$ cat config.mk
export PLATFORM = sky130hd
export DESIGN_NAME = counter_modulo_chain
export DESIGN_NICKNAME = d
export VERILOG_FILES = /design/src/rtl/counter_modulo_chain.sv
export SDC_FILE = /design/constraint.sdc
export NUM_CORES = 1
export LEC_CHECK = 0
export ABC_AREA = 1
export CELL_PAD_IN_SITES_DETAIL_PLACEMENT = 2
export CELL_PAD_IN_SITES_GLOBAL_PLACEMENT = 2
export CORE_UTILIZATION = 27
export CTS_BUF_LIST = sky130_fd_sc_hd__clkbuf_16
export CTS_CLUSTER_DIAMETER = 60
export DETAILED_ROUTE_END_ITERATION = 12
export PLACE_DENSITY = 0.95
export SYNTH_ARGS = -nofsm -noshare
export SYNTH_HDL_FRONTEND = slang
export SYNTH_SLANG_ARGS = --single-unit
$ cat constraint.sdc
create_clock -name i_clk -period 2.5 [get_ports i_clk]
set_input_delay 0.5 -clock i_clk [delete_from_list [all_inputs] [get_ports i_clk]]
set_output_delay 0.5 -clock i_clk [all_outputs]
set_load 0.1 [all_outputs]
$ cat src/rtl/counter_modulo_chain.sv
// counter_modulo_chain
//   Cascade of D modulo-M digit counters on one clock. Digit 0 steps on
//   i_enable. Each higher digit steps when i_enable is high and every
//   lower digit is at its terminal value. Digits are packed little-endian
//   into o_q.
//
//   Build option: define COUNTER_UPDOWN_EN to add the i_dir port and down
//   counting. With the macro undefined the chain counts up only, and the
//   down-count logic is not built.
//
// Parameters
//   M  modulus of every digit (2..2^16)
//   D  number of digits (1..16)
//   N  width of one digit field, ceil(log2(M))
//
// Ports
//   i_clk         rising-edge clock
//   i_aclr        synchronous active-high clear, highest priority
//   i_enable      count request for digit 0
//   i_load        synchronous parallel load, beats i_enable
//   i_load_val    load data; field i is i_load_val[i*N +: N], clamped to M-1
//   i_dir         0 = up, 1 = down (only with COUNTER_UPDOWN_EN)
//   o_q           digit values; digit i is o_q[i*N +: N]
//   o_digit_roll  bit i: digit i and all lower digits are at terminal
//   o_carry_out   i_enable & o_digit_roll[D-1]; the whole chain wraps

module counter_modulo_chain #(
  parameter int M = 10,
  parameter int D = 4,
  localparam int N = $clog2(M)
) (
  input  logic           i_clk,
  input  logic           i_aclr,
  input  logic           i_enable,
  input  logic           i_load,
  input  logic [D*N-1:0] i_load_val,
`ifdef COUNTER_UPDOWN_EN
  input  logic           i_dir,
`endif
  output logic [D*N-1:0] o_q,
  output logic [D-1:0]   o_digit_roll,
  output logic           o_carry_out
);

  localparam logic [N-1:0] LP_MAX = N'(M - 1);
  localparam logic [N-1:0] LP_ONE = N'(1);

  logic [N-1:0] r_q    [D];
  logic [N-1:0] w_nxt  [D];
  logic [N-1:0] w_ld   [D];
  logic [N-1:0] w_term;
  logic [D-1:0] w_at_term;
  logic [D-1:0] w_roll;
  logic [D-1:0] w_step;
  logic         w_chain;

  // Terminal value follows i_dir combinationally, so a direction change
  // re-evaluates the roll flags in the same cycle.
  always_comb begin
    w_term = LP_MAX;
`ifdef COUNTER_UPDOWN_EN
    if (i_dir) w_term = '0;
`endif
  end

  // Ripple chain: w_chain is "all digits below i are at terminal".
  // Kept as a block-local running AND so the roll vector never feeds itself.
  always_comb begin
    w_at_term = '0;
    w_roll    = '0;
    w_step    = '0;
    w_chain   = 1'b1;
    for (int i = 0; i < D; i++) begin
      w_at_term[i] = (r_q[i] == w_term);
      w_step[i]    = i_enable & w_chain;
      w_chain      = w_chain & w_at_term[i];
      w_roll[i]    = w_chain;
    end
  end

  // Per-digit step value and clamped load value.
  always_comb begin
    for (int i = 0; i < D; i++) begin
`ifdef COUNTER_UPDOWN_EN
      if (i_dir)
        w_nxt[i] = w_at_term[i] ? LP_MAX : (r_q[i] - LP_ONE);
      else
        w_nxt[i] = w_at_term[i] ? '0 : (r_q[i] + LP_ONE);
`else
      w_nxt[i] = w_at_term[i] ? '0 : (r_q[i] + LP_ONE);
`endif
      w_ld[i] = (i_load_val[i*N +: N] > LP_MAX) ? LP_MAX : i_load_val[i*N +: N];
    end
  end

  always_ff @(posedge i_clk) begin
    if (i_aclr) begin
      for (int i = 0; i < D; i++) r_q[i] <= '0;
    end else if (i_load) begin
      for (int i = 0; i < D; i++) r_q[i] <= w_ld[i];
    end else begin
      for (int i = 0; i < D; i++) begin
        if (w_step[i]) r_q[i] <= w_nxt[i];
      end
    end
  end

  always_comb begin
    o_q = '0;
    for (int i = 0; i < D; i++) o_q[i*N +: N] = r_q[i];
    o_digit_roll = w_roll;
    o_carry_out  = i_enable & w_roll[D-1];
  end

endmodule

==> run summary <==
In this run the horizontal extent of the chip is 68.3 um. In this run the remaining antenna-violating nets after routing total 0. Data arrival time of the critical path: 1.79 ns.

The clock input transition at the sequential cells of the worst setup and hold paths is 0.05 ns, and the count of unresolved DRC violations after routing is 0. The fraction of layout cells with a size suffix above 1 came out at 24.9%. The maximum achievable frequency is 0.438 GHz. r_q holds more flip-flops than any other register. In the final routed layout, each cell accounts on average for 14.3 um.

The flow ran to the end, and the final reports show no timing, DRC or antenna violations. The non-filler instance count after layout was 243. The number of placed instances, taps included, is 240. The number of inserted diodes was 0; the average cell area after synthesis was 7.91 um^2.

The final layout contains routed wiring with a total length of 3460 um. The logs give 0 for the initial antenna violation count and 0.737 ns for the tightest hold margin. At the end of the flow, the number of nets in the layout was 217. The clock skew came out at 0.00178 ns. The first-pass detailed-route iteration total is 3.

The global-route wire length before repair is 5610 um. The synthesized-area fraction occupied by and/or/nand/nor cells is 36.1%. The combinational family with the most area after synthesis is simple AND/OR/NAND/NOR gates.

The final-layout setup total negative slack was 0 ns; the adder and majority gate portion of the synthesized area was 2.11%. The flip-flop count of the largest register after layout is 16. After global routing the overflow that remains totals 0.

For the via count of the first global-routing pass, the log shows 1,188. The tools report the setup slack of the worst register-to-register path as 0.60 ns. The run gives 0 as the number of instances resized during post-cts repair.

The floorplan die area is 4660 um^2, and the via count normalized by instance count is 4.66. The post-synthesis mux area share works out to 0%. The buffer levels on the longest clock path is 2. Counting every instance in the synthesized netlist gives 150. The launch point of the worst hold path is r_q[2][0]$_DFFE_PP_. Growth of design area from synthesis to finish: 47.2%. Buffers inserted to repair hold after CTS numbered 0. The hold violation total from the final report was 0; the number of port buffers was 40. The number of buffers created by CTS was 3; the cell depth of the worst flop-to-flop path was 5. The tools report the portion of the post-synthesis area used by sequential elements as 40.5%.

TritonCTS built the clock tree. In this run the critical register-to-register path is captured at r_q[2][2]$_DFFE_PP_. STA puts the critical path data required time at 2.00 ns.

The setup violation total in the final timing report was 0; the static leakage was 0.844 nW. The netlist uses 25 different library cells. The routed layout has 1,133 vias.

The top-level I/O count was 41. Among all flip-flop cells after synthesis, the most frequent one is sky130_fd_sc_hd__edfxtp_1. For this run, the number of Yosys warnings is 0. Across the run, the number of max-cap violations was 0.

Summing the areas of all xor and xnor instances in the mapped netlist gives 2.22% of the synthesized area. Power spread over the standard cell area amounts to 558 nW/um^2. The instance count along the most critical hold path works out to 1.

The clock root buffer was sky130_fd_sc_hd__clkbuf_16. Clock latency on the worst-skew pair, taken at its later pin, is 0.25 ns. Final weighted congestion of routability-driven global placement: 0.776.

The largest registers in the layout are r_q x16. The fraction of synthesis flops using an asynchronous set or reset pin is 0%, and the final critical-path required period is 2.29 ns. The mapped netlist covers 1190 um^2. Summed over all nets, the half-perimeter wirelength after detailed placement is 2890 um. Number of synthesized register bits: 16. The slew of the pin with the lowest slew margin was 0.667 ns. The detailed router finished its first iteration with 8 violations. After layout, the worst path uses 91.4% of the clock period. Summing the areas of all compound-gate instances in the mapped netlist gives 10.1% of the synthesized area.

The setup path with the least slack is of type flip-flop to primary output. The number of enable-type register cells in the synthesized netlist works out to 16. The H-tree depth is 1, and the global routing usage summed across all routing layers is 16.7%. Die span in y: 68.3 um. The min-delay analysis places its worst path in the category flip-flop to flip-flop. Of all nets on the critical path, the largest fanout is 4. The type of element capturing the critical path was a primary output. In this run the post-CTS setup repair buffer count came out at 0.

The launching element type of the critical path was a flip-flop. In this run the critical register-to-register path is launched from r_q[1][2]$_SDFFCE_PN0P_. Number of pins exceeding their max-slew limit in the final report: 0. Setup repair after global routing left no endpoint under its margin. The run gives 172 as the net count after synthesis. The run gives 0.000225 V as the worst voltage drop across the vdd grid. Entering global routing, the biggest net connects 17 pins. The count of standard-cell rows was 23. For hold timing, the worst endpoint is r_q[2][0]$_DFFE_PP_.

The relative max-transition margin is 55.1%, and the number of clock sinks is 16. The initial utilization of the core area, before any placement, comes to 28.8%. The total area inside the core boundary comes to 4120 um^2.
-- cell type report --
type	instances	area, um^2
timing repair buffer	42	413
multi-input combinational	109	611
clock buffer	3	75.1
fill	477	2370
inverter	23	104
tap	50	62.6
sequential	16	480
-- worst max-delay path by stage --
stage,startpoint,endpoint,slack [ns]
2_1_floorplan,r_q[0][0]$_DFFE_PP_,o_carry_out,-0.84
3_3_place_gp,i_enable,r_q[2][2]$_DFFE_PP_,0.45
3_5_place_dp,i_enable,r_q[2][0]$_DFFE_PP_,0.38
4_1_cts,r_q[1][2]$_SDFFCE_PN0P_,o_carry_out,0.20
5_1_grt,r_q[1][1]$_SDFFCE_PN0P_,o_carry_out,0.11
6_report,r_q[1][2]$_SDFFCE_PN0P_,o_carry_out,0.21
-- placed cells by master (no fill, tap or decap), drive strengths merged, types with 2 or more instances in the layout --
cell type and count:
nor2 23, edfxtp 16, inv 23, a21oi 4, clkdlybuf4s50 19, buf 23, ha 2, nand2 45
xnor2 2, o21ai 13, clkbuf 3, nand3 15
-- cell families after synthesis --
kind of cell             after synthesis
adder cells (fa/ha/maj)                2
flip-flops                            16
AO/OA/AOI/OAI                         19
buffers and inverters                 25
AND/OR/NAND/NOR                       85
XOR/XNOR                               3
-- Yosys cell counts, drive strengths merged, types with 2 or more instances --
cell	number	area share, %
a21oi	4	2.0
xnor2	2	1.5
ha	2	2.1
buf	2	1.3
nand2	45	17
nor2	23	11
edfxtp	16	41
inv	23	7.7
o21ai	13	6.8
nand3	15	6.3
-- routing by layer --
metal  vias to the layer above  wire length [um]  global-route usage [%]
met4                         0                21                    4.69
met3                         2                93                    2.33
met5                         -                 0                       0
li1                        575                 -                       -
met1                       532              1440                    19.2
met2                        24              1910                    31.5
-- power breakdown --
part | total (mW) | internal (mW) | switching, mW
clock | 0.311 | 0.210 | 0.101
combinational | 0.318 | 0.0832 | 0.234
sequential | 0.344 | 0.320 | 0.0243
-- stage by stage --
step	area, um^2	setup WS [ns]	total power [mW]	utilization, %
after global placement	1670	0.452	0.662	40.6
after floorplan	1210	-0.845	0.572	-
after global routing	1750	0.109	1.02	42.4
after CTS	1750	0.204	0.984	42.4
after detailed placement	1670	0.376	0.670	40.6
final	1750	0.215	0.973	42.4
-- critical path, stage by stage, from the launching register on --
cell	delay (ns)
sky130_fd_sc_hd__edfxtp_1	0.43
sky130_fd_sc_hd__inv_1	0.11
sky130_fd_sc_hd__nand2_1	0.08
sky130_fd_sc_hd__nor2_2	0.22
sky130_fd_sc_hd__nand2_4	0.13
sky130_fd_sc_hd__inv_12	0.08
sky130_fd_sc_hd__nand2_4	0.05
sky130_fd_sc_hd__nor3_4	0.23
sky130_fd_sc_hd__buf_12	0.20
Power figures use the tool's default switching activity.
